==> src/rtl/io_uart_tx_if.sv <==
// io_uart_tx_if: Wishbone B4 classic io-port signals between the core's io bus
// initiator (master) and the io_uart_tx responder (slave).
interface io_uart_tx_if;
    logic [5:0]  wbs_addr;
    logic [31:0] wbs_dat_w;
    logic [3:0]  wbs_sel;
    logic        wbs_we;
    logic        wbs_cyc;
    logic        wbs_stb;
    logic [31:0] wbs_dat_r;
    logic        wbs_ack;
    logic        wbs_err;

    modport master (
        output wbs_addr, wbs_dat_w, wbs_sel, wbs_we, wbs_cyc, wbs_stb,
        input  wbs_dat_r, wbs_ack, wbs_err
    );

    modport slave (
        input  wbs_addr, wbs_dat_w, wbs_sel, wbs_we, wbs_cyc, wbs_stb,
        output wbs_dat_r, wbs_ack, wbs_err
    );
endinterface

==> src/rtl/io_uart_tx.sv <==
// io_uart_tx: Wishbone B4 classic slave feeding an 8N1 UART transmitter through a TX FIFO.
// Defining UART_TX_PARITY_EN adds an optional even/odd parity bit controlled from CTRL[2:1].
module io_uart_tx #(
    parameter int          FIFO_DEPTH = 16,
    parameter logic [15:0] DIV_RESET  = 16'd433
) (
    input  logic        clk,
    input  logic        rst,
    io_uart_tx_if.slave wb,
    output logic        uart_tx,
    output logic        irq
);
    localparam int          AW      = $clog2(FIFO_DEPTH);
    localparam logic [AW:0] PTR_ONE = (AW + 1)'(1);

    typedef enum logic [2:0] {
        ST_IDLE   = 3'd0,
        ST_START  = 3'd1,
        ST_DATA   = 3'd2,
        ST_STOP   = 3'd3
`ifdef UART_TX_PARITY_EN
        , ST_PARITY = 3'd4
`endif
    } tx_state_t;

    function automatic logic even_parity(input logic [7:0] d);
        return ^d;
    endfunction

    logic [7:0]  mem_r [FIFO_DEPTH];
    logic [AW:0] wptr_r, rptr_r, level_s;
    logic        full_s, empty_s, busy_s;
    logic [7:0]  head_s;

    tx_state_t   state_r, state_s;
    logic [15:0] cnt_r, cnt_s;
    logic [2:0]  idx_r, idx_s;
    logic [7:0]  shift_r, shift_s;
    logic        tx_r, line_s, pop_s, irq_r;

    logic [15:0] div_r;
    logic        irq_en_r, par_odd_s;
    logic        req_s, push_s, ack_s, err_s, wr_div_s, wr_ctrl_s;
    logic        ack_r, err_r;
    logic [31:0] rd_mux_s, rdata_s, rdata_r, status_s, ctrl_s;
    logic        unused_s;

`ifdef UART_TX_PARITY_EN
    logic par_en_r, par_odd_r;
    assign par_odd_s = par_odd_r;
    assign ctrl_s    = {29'd0, par_odd_r, par_en_r, irq_en_r};
`else
    assign par_odd_s = 1'b0;
    assign ctrl_s    = {31'd0, irq_en_r};
`endif

    assign level_s  = wptr_r - rptr_r;
    assign empty_s  = (wptr_r == rptr_r);
    assign full_s   = (wptr_r[AW] != rptr_r[AW]) && (wptr_r[AW-1:0] == rptr_r[AW-1:0]);
    assign head_s   = mem_r[rptr_r[AW-1:0]];
    assign busy_s   = (state_r != ST_IDLE);
    assign status_s = {16'd0, 8'(level_s), 5'd0, empty_s, full_s, busy_s};
    assign unused_s = ^{wb.wbs_dat_w[31:16], wb.wbs_sel[3:2], wb.wbs_addr[5:4], wb.wbs_addr[1:0]};

    assign wb.wbs_ack   = ack_r;
    assign wb.wbs_err   = err_r;
    assign wb.wbs_dat_r = rdata_r;
    assign uart_tx      = tx_r;
    assign irq          = irq_r;

    // Decode one bus request into FIFO push, register writes and the next response.
    always_comb begin
        req_s     = wb.wbs_cyc & wb.wbs_stb & ~ack_r & ~err_r;
        push_s    = 1'b0;
        ack_s     = 1'b0;
        err_s     = 1'b0;
        wr_div_s  = 1'b0;
        wr_ctrl_s = 1'b0;
        case (wb.wbs_addr[3:2])
            2'd1:    rd_mux_s = status_s;
            2'd2:    rd_mux_s = {16'd0, div_r};
            2'd3:    rd_mux_s = ctrl_s;
            default: rd_mux_s = 32'd0;
        endcase
        if (req_s && wb.wbs_we) begin
            // A pop in the same cycle frees a slot, so a full FIFO still accepts the push.
            if ((wb.wbs_addr[3:2] == 2'd0) && wb.wbs_sel[0] && full_s && !pop_s) begin
                err_s = 1'b1;
            end else begin
                ack_s     = 1'b1;
                push_s    = (wb.wbs_addr[3:2] == 2'd0) && wb.wbs_sel[0];
                wr_div_s  = (wb.wbs_addr[3:2] == 2'd2);
                wr_ctrl_s = (wb.wbs_addr[3:2] == 2'd3);
            end
        end else if (req_s) begin
            ack_s = 1'b1;
        end else begin
            ack_s = 1'b0;
        end
        rdata_s = (req_s && !wb.wbs_we) ? rd_mux_s : 32'd0;
    end

    // Bus response and software-visible configuration registers.
    always_ff @(posedge clk) begin
        if (rst) begin
            ack_r    <= 1'b0;
            err_r    <= 1'b0;
            rdata_r  <= 32'd0;
            div_r    <= DIV_RESET;
            irq_en_r <= 1'b0;
`ifdef UART_TX_PARITY_EN
            par_en_r  <= 1'b0;
            par_odd_r <= 1'b0;
`endif
        end else begin
            ack_r   <= ack_s;
            err_r   <= err_s;
            rdata_r <= rdata_s;
            if (wr_div_s && wb.wbs_sel[0]) div_r[7:0]  <= wb.wbs_dat_w[7:0];
            if (wr_div_s && wb.wbs_sel[1]) div_r[15:8] <= wb.wbs_dat_w[15:8];
            if (wr_ctrl_s && wb.wbs_sel[0]) begin
                irq_en_r <= wb.wbs_dat_w[0];
`ifdef UART_TX_PARITY_EN
                par_en_r  <= wb.wbs_dat_w[1];
                par_odd_r <= wb.wbs_dat_w[2];
`endif
            end
        end
    end

    // FIFO pointers; the extra wrap bit separates full from empty.
    always_ff @(posedge clk) begin
        if (rst) begin
            wptr_r <= '0;
            rptr_r <= '0;
        end else begin
            if (push_s) wptr_r <= wptr_r + PTR_ONE;
            if (pop_s)  rptr_r <= rptr_r + PTR_ONE;
        end
    end

    // FIFO storage; contents are meaningless once the pointers are reset.
    always_ff @(posedge clk) begin
        if (push_s) mem_r[wptr_r[AW-1:0]] <= wb.wbs_dat_w[7:0];
    end

    // TX next-state logic: every bit lasts DIVISOR+1 cycles, timer reloaded at each boundary.
    always_comb begin
        state_s = state_r;
        cnt_s   = cnt_r;
        idx_s   = idx_r;
        shift_s = shift_r;
        pop_s   = 1'b0;
        case (state_r)
            ST_IDLE: begin
                if (!empty_s) begin
                    pop_s   = 1'b1;
                    shift_s = head_s;
                    cnt_s   = div_r;
                    state_s = ST_START;
                end else begin
                    state_s = ST_IDLE;
                end
            end
            ST_START: begin
                if (cnt_r == 16'd0) begin
                    state_s = ST_DATA;
                    idx_s   = 3'd0;
                    cnt_s   = div_r;
                end else begin
                    cnt_s = cnt_r - 16'd1;
                end
            end
            ST_DATA: begin
                if (cnt_r == 16'd0) begin
                    cnt_s = div_r;
                    if (idx_r == 3'd7) begin
`ifdef UART_TX_PARITY_EN
                        state_s = par_en_r ? ST_PARITY : ST_STOP;
`else
                        state_s = ST_STOP;
`endif
                    end else begin
                        idx_s = idx_r + 3'd1;
                    end
                end else begin
                    cnt_s = cnt_r - 16'd1;
                end
            end
`ifdef UART_TX_PARITY_EN
            ST_PARITY: begin
                if (cnt_r == 16'd0) begin
                    state_s = ST_STOP;
                    cnt_s   = div_r;
                end else begin
                    cnt_s = cnt_r - 16'd1;
                end
            end
`endif
            ST_STOP: begin
                if (cnt_r != 16'd0) begin
                    cnt_s = cnt_r - 16'd1;
                end else if (!empty_s) begin
                    pop_s   = 1'b1;
                    shift_s = head_s;
                    cnt_s   = div_r;
                    state_s = ST_START;
                end else begin
                    state_s = ST_IDLE;
                end
            end
            default: state_s = ST_IDLE;
        endcase
        case (state_s)
            ST_START: line_s = 1'b0;
            ST_DATA:  line_s = shift_s[idx_s];
`ifdef UART_TX_PARITY_EN
            ST_PARITY: line_s = even_parity(shift_s) ^ par_odd_s;
`endif
            default:  line_s = 1'b1;
        endcase
    end

    // TX state, bit timer, shifter and the registered line and interrupt outputs.
    always_ff @(posedge clk) begin
        if (rst) begin
            state_r <= ST_IDLE;
            cnt_r   <= 16'd0;
            idx_r   <= 3'd0;
            shift_r <= 8'd0;
            tx_r    <= 1'b1;
            irq_r   <= 1'b0;
        end else begin
            state_r <= state_s;
            cnt_r   <= cnt_s;
            idx_r   <= idx_s;
            shift_r <= shift_s;
            tx_r    <= line_s;
            irq_r   <= irq_en_r & empty_s & (state_r == ST_IDLE);
        end
    end
endmodule
==> src/flat_wrapper.sv <==
// flat-port wrapper written by rule: the top's interface ports become plain ports
module io_uart_tx_flat 
#(
    parameter int          FIFO_DEPTH = 16,
    parameter logic [15:0] DIV_RESET  = 16'd433
)
  (clk, rst, uart_tx, irq, wb_wbs_addr, wb_wbs_dat_w, wb_wbs_sel, wb_wbs_we, wb_wbs_cyc, wb_wbs_stb, wb_wbs_dat_r, wb_wbs_ack, wb_wbs_err);
  io_uart_tx_if wb_i ();
  input  logic clk;
  input  logic rst;
  output logic uart_tx;
  output logic irq;
  input wire logic [$bits(wb_i.wbs_addr)-1:0] wb_wbs_addr;
  input wire logic [$bits(wb_i.wbs_dat_w)-1:0] wb_wbs_dat_w;
  input wire logic [$bits(wb_i.wbs_sel)-1:0] wb_wbs_sel;
  input wire logic [$bits(wb_i.wbs_we)-1:0] wb_wbs_we;
  input wire logic [$bits(wb_i.wbs_cyc)-1:0] wb_wbs_cyc;
  input wire logic [$bits(wb_i.wbs_stb)-1:0] wb_wbs_stb;
  output wire logic [$bits(wb_i.wbs_dat_r)-1:0] wb_wbs_dat_r;
  output wire logic [$bits(wb_i.wbs_ack)-1:0] wb_wbs_ack;
  output wire logic [$bits(wb_i.wbs_err)-1:0] wb_wbs_err;
  assign wb_i.wbs_addr = wb_wbs_addr;
  assign wb_i.wbs_dat_w = wb_wbs_dat_w;
  assign wb_i.wbs_sel = wb_wbs_sel;
  assign wb_i.wbs_we = wb_wbs_we;
  assign wb_i.wbs_cyc = wb_wbs_cyc;
  assign wb_i.wbs_stb = wb_wbs_stb;
  assign wb_wbs_dat_r = wb_i.wbs_dat_r;
  assign wb_wbs_ack = wb_i.wbs_ack;
  assign wb_wbs_err = wb_i.wbs_err;
  io_uart_tx #(.FIFO_DEPTH(FIFO_DEPTH), .DIV_RESET(DIV_RESET)) u_core (.clk(clk), .rst(rst), .wb(wb_i), .uart_tx(uart_tx), .irq(irq));
endmodule
==> config.mk <==
export PLATFORM = sky130hd
export DESIGN_NAME = io_uart_tx_flat
export DESIGN_NICKNAME = d
export VERILOG_FILES = /design/src/rtl/io_uart_tx_if.sv /design/src/rtl/io_uart_tx.sv /design/src/flat_wrapper.sv
export SDC_FILE = /design/constraint.sdc
export NUM_CORES = 1
export LEC_CHECK = 0
export CAP_MARGIN = 20
export CORE_AREA = 5 5 181 183
export CTS_CLUSTER_DIAMETER = 60
export DETAILED_ROUTE_END_ITERATION = 8
export DIE_AREA = 0 0 186 188
export MAX_ROUTING_LAYER = met4
export PLACE_DENSITY = 0.52
export SLEW_MARGIN = 30
export SYNTH_ARGS = -nofsm -noshare
export SYNTH_HDL_FRONTEND = slang
export SYNTH_SLANG_ARGS = --single-unit
==> constraint.sdc <==
create_clock -name clk -period 7.14 [get_ports clk]
set_clock_uncertainty 0.05 [all_clocks]
set_input_delay 1.428 -clock clk [delete_from_list [all_inputs] [get_ports clk]]
set_output_delay 1.428 -clock clk [all_outputs]
set_load 0.005 [all_outputs]
# Word level (Yosys, flattened, before mapping)
# Memory sizes are Yosys's and may differ from the RTL's. A register that Yosys moved wholly into a read port is not among the register bits.
# Index checks and enable logic that the tools add are counted.
# totals
regBits,93
mem_count,1
ramBits,128
word_cells,100
output_inout_bits,36
# mem_list
memory,words,width,rd,rd_ports_with_merged_regs,write_ports,line,source
u_core.mem_r,16,8,1,1,1,io_uart_tx.sv:30,logic [7:0] mem_r [FIFO_DEPTH];
# classes
n_eq_ne,12
muxes,38
reduce_logical,20
add_sub_neg,5
n_bitwise,9
order_cmp,1
# ops
op,n
$pmux 16 s3,2
$mux 16,3
$mux 3,7
$logic_not 16->1,1
$mux 1,16
$mux 8,2
$pmux 8 s2,1
$reduce_bool 16->1,1
$sub 16x1->16 const B,1
$pmux 3 s4,1
$add 5x1->5 const B,2
$eq 3x2->1 const B,3
$logic_and 1x1->1,9
$mux 4,2
$eq 3x1->1 const B,2
$pmux 3 s2,1
$reduce_bool 3->1,2
$reduce_or 2->1,3
$and 1x1->1,5
$eq 5x5->1,1
$sub 5x5->5,1
$eq 2x2->1 const B,2
$eq 4x4->1,1
$lt 3x4->1 const B,1
10 further kinds,15

# Logic depth before layout (Yosys ltp)
# depth
ltp_word,10
ltp_mapped,12
mapped_depth_nobuf,10

# Worst setup path after synthesis
# Ideal clock, no wire load.
# synth_path
path_kind,input-to-reg
from,input wb_wbs_cyc
to,memory u_core.mem_r[0][0] (enable)
slack_ns,3.471
t_arrival_ns,3.236
setup_time_ns,0.383
cell_stages,6
cell_sequence,nand2_1 > nor3_1 > nand3_1 > a2111oi_4 > nand2_1 > nor3_1
# synth_between
elab_chain_len,7
# synth_lines
element,line,source
start: declaration,flat_wrapper.sv:17,input wire logic [$bits(wb_i.wbs_cyc)-1:0] wb_wbs_cyc;
$and 1x1->1 (3 in series),io_uart_tx.sv:73,req_s = wb.wbs_cyc & wb.wbs_stb & ~ack_r & ~err_r;
$logic_and 1x1->1,io_uart_tx.sv:85,if (req_s && wb.wbs_we) begin
$mux 1,io_uart_tx.sv:85,
$mux 1,io_uart_tx.sv:144,if (push_s) mem_r[wptr_r[AW-1:0]] <= wb.wbs_dat_w[7:0];
$mux 1 (not written as such),io_uart_tx.sv:144,
end: declaration,io_uart_tx.sv:30,
# No other way between the ends.

# Final worst setup path
# layout_path
from,input wb_wbs_cyc
to,memory u_core.mem_r[14][1] (enable)
# Same word-level chain as after synthesis.

==> insert_results.sql <==
INSERT INTO impl_metrics (metric_group, metric, value, unit) VALUES
('worst_setup_path', 'timing.reg2reg.setup_slack', '3250', 'ps'),
('grt', 'antenna_found_initial', '0', ''),
('min_path', 'timing.hold.worst_path_depth', '2', ''),
('synthesis', 'synth_top_family_by_area', 'simple AND/OR/NAND/NOR gates', ''),
('drt', 'dr_drc_count', '0', ''),
('synthesis', 'postSynthAreaPerCell', '12.5', 'µm²'),
('layout', 'drive_gt1_frac', '0.110', ''),
('worst_setup_path', 'startpoint_type', 'input pin', ''),
('synthesis', 'ys.flop_type', 'edfxtp_1', ''),
('synthesis', 'synth.lib_cells_used.distinct', '72', ''),
('die', 'dieArea', '0.0350', 'mm²'),
('worst_setup_path', 'required', '7240', 'ps'),
('timing', 'final.setup.tns', '0', 'ps'),
('timing', 'tightest_slew', '887', 'ps'),
('synthesis', 'synth.cell_area', '0.00909', 'mm²'),
('clocking', 'tritoncts_clock_tree', 'done', ''),
('placement', 'gp_congestion', '0.790', ''),
('power_and_ir_drop', 'design_power_total', '0.00258', 'W'),
('worst_setup_path', 'cell_occurring_most_often_along_the_worst_timing_path', 'nand2_1', ''),
('clocking', 'worst_setup_hold_path_clk_slew', '60', 'ps'),
('clocking', 'clkLatencyLatePin', '540', 'ps'),
('synthesis', 'ys_top_cells_by_count', '128 x edfxtp_1, 94 x nor2_1, 81 x dfxtp_1', ''),
('die', 'fp.coreArea', '0.0311', 'mm²'),
('worst_setup_path', 'reg2reg_depth', '7', ''),
('timing', 'grt_setup_unrepaired', 'no', ''),
('power_and_ir_drop', 'power.leakage', '3.40', 'nW'),
('outcome', 'run_status', 'finished clean', ''),
('layout', 'insertedDiodeCount', '0', ''),
('layout', 'num-nets-final', '823', ''),
('drt', 'final_antenna_net_count', '0', ''),
('synthesis', 'synth_seq_area_share', '0.601', ''),
('worst_setup_path', 'timing.critical_path.max_delay_family', 'simple AND/OR/NAND/NOR gates', ''),
('clocking', 'cts_hold_repair.buffers', '0', ''),
('timing', 'finalSetupViolCount', '0', ''),
('clocking', 'numCtsBuffers', '24', ''),
('synthesis', 'post_synth_and_or_nand_nor_area_fraction', '0.121', ''),
('worst_setup_path', 'crit_path_top_delay_cell', 'a2111oi_4', ''),
('die', 'placement_rows', '65', ''),
('worst_setup_path', 'cp_num_cells', '7', ''),
('worst_setup_path', 'critical_path_peak_fanout', '8', ''),
('grt', 'overflow', '0', ''),
('min_path', 'min-delay-path-class', 'reg2reg', ''),
('synthesis', 'synth_area_leader_cell', 'edfxtp_1', ''),
('timing', 'final-hold-violation-count', '0', ''),
('synthesis', 'synth_compound_gate_area_share', '0.0995', ''),
('drt', 'detail_route.wl_per_cell', '17.9', 'µm'),
('synthesis', 'yosys-top-cells-area', 'edfxtp_1 42%, dfxtp_1 18%, mux4_2 6.7%', ''),
('timing', 'timing.final.crit_period', '4050', 'ps'),
('clocking', 'h-tree-depth', '1', ''),
('worst_setup_path', 'crit_type', 'in2reg', ''),
('job', 'maxCapViolCount', '0', ''),
('clocking', 'cts-resized-gates', '0', ''),
('clocking', 'postCtsSetupRepairBufs', '0', ''),
('synthesis', 'synth_xor_area_frac', '0.0173', ''),
('layout', 'area_growth', '16.6', '%'),
('grt', 'grt_first_pass_wirelength', '33000', 'µm'),
('power_and_ir_drop', 'powerDensity', '244', 'mW/mm²'),
('die', 'floorplan.die.width', '186', 'µm'),
('min_path', 'min_from', 'u_core.irq_en_r', ''),
('synthesis', 'synthesis_stage_register_bit_count', '209', ''),
('synthesis', 'synth_mux_area_frac', '0.104', ''),
('clocking', 'clk_root_buffer_cell', 'clkbuf_16', ''),
('die', 'io_pins', '83', ''),
('power_and_ir_drop', 'max-vdd-ir-drop', '179', 'µV'),
('clocking', 'clock-sinks', '209', ''),
('synthesis', 'synth-edff-count', '128', ''),
('timing', 'final-max-slew-violation-count', '0', ''),
('min_path', 'hold_end', 'u_core.irq', ''),
('clocking', 'cts.path.max_buffers', '3', ''),
('placement', 'place_worst_setup_slack', '2540', 'ps'),
('grt', 'first_global_vias', '5616', '');
[metal layers]
layer | GRT usage | wire (µm) | vias to the layer above
li1 | - | - | 2743
met1 | 0.173 | 10000 | 2811
met2 | 0.188 | 9730 | 139
met3 | 0.0196 | 981 | 28
met4 | 0.0258 | 450 | 0
met5 | - | 0 | -
[sequential cells by signal, summed over array words and instances, names as in the netlist, 5 cells and up, named ones only]
| register | count |
|---|---|
| u_core.cnt_r | 16 |
| u_core.wb.wbs_dat_r | 16 |
| u_core.shift_r | 8 |
| u_core.rptr_r | 5 |
| u_core.mem_r | 128 |
| u_core.wptr_r | 5 |
| u_core.div_r | 16 |
[how the worst max path moves through the flow]
stage          startpoint  slack (ps)             endpoint
2_1_floorplan  wb_wbs_cyc        3470   u_core.mem_r[0][0]
3_3_place_gp   wb_wbs_cyc        2580  u_core.mem_r[12][5]
3_5_place_dp   wb_wbs_cyc        2540  u_core.mem_r[12][5]
4_1_cts        wb_wbs_cyc        3090  u_core.mem_r[12][1]
5_1_grt        wb_wbs_cyc        2910  u_core.mem_r[12][1]
6_report       wb_wbs_cyc        3090  u_core.mem_r[14][1]
[report_power, final]
group / switching, W / leakage (nW) / internal [W]
Combinational: 0.0000892 / 1.24 / 0.0000491
Clock: 0.000491 / 0.357 / 0.000660
Sequential: 0.00000861 / 1.81 / 0.00129
Total: 0.000589 / 3.40 / 0.00200
[placed cells by master, fill, tap and decap left out, types with 3 or more instances in the layout]
cell,n
clkdlybuf4s50_1,43
a211oi_1,8
a21oi_1,32
a221oi_1,7
xnor2_1,11
nand2b_1,6
nand2_1,46
buf_4,9
clkinv_2,3
a211o_1,5
clkinv_1,8
dfxtp_1,80
conb_1,17
mux2i_1,31
nand4_1,7
mux4_2,27
o22ai_1,3
nand3_1,19
a32oi_1,3
and4_1,3
edfxtp_1,128
a21o_1,3
clkbuf_1,6
a31oi_1,4
a22oi_1,16
and2_1,11
nor2_1,93
xor2_1,7
nor2b_1,13
nor3_1,14
clkbuf_16,24
o21ai_0,22
inv_1,11
ha_1,11
[per-stage QoR]
stage / hold WS, ps / std cells / cell area, µm² / util
4_1_cts: 433 / 1184 / 10600 / 0.341
3_3_place_gp: 411 / 1140 / 9850 / 0.317
6_report: 425 / 1184 / 10600 / 0.341
5_1_grt: 448 / 1184 / 10600 / 0.341
2_1_floorplan: 377 / 741 / 9150 / -
3_5_place_dp: 424 / 1140 / 9850 / 0.317
[worst reg2reg max path, cell delays in order (launching register included)]
cell and delay, ps:
dfxtp_1 570, ha_1 360, and4_1 210, a21oi_1 390
o211ai_4 260, a2111oi_4 690, nand2_1 300, nor2_1 680
[final cells by class]
class | count | area (µm²)
Timing Repair Buffer | 53 | 503
Sequential cell | 209 | 5470
Inverter | 12 | 45.0
Fill cell | 3066 | 20500
Clock buffer | 30 | 623
Clock inverter | 14 | 120
Multi-Input combinational cell | 464 | 3330
Tap cell | 402 | 503
[cells by family (layout without fill, tap and decap cells)]
kind of cell,Yosys count,count (layout)
compound gates,127,127
simple gates,230,230
other cells,1,17
buf+inv,68,109
fa+ha+maj,12,12
flops,209,209
xor+xnor,18,18
mux,60,60
Note: power is estimated with default switching activity, not from simulation.
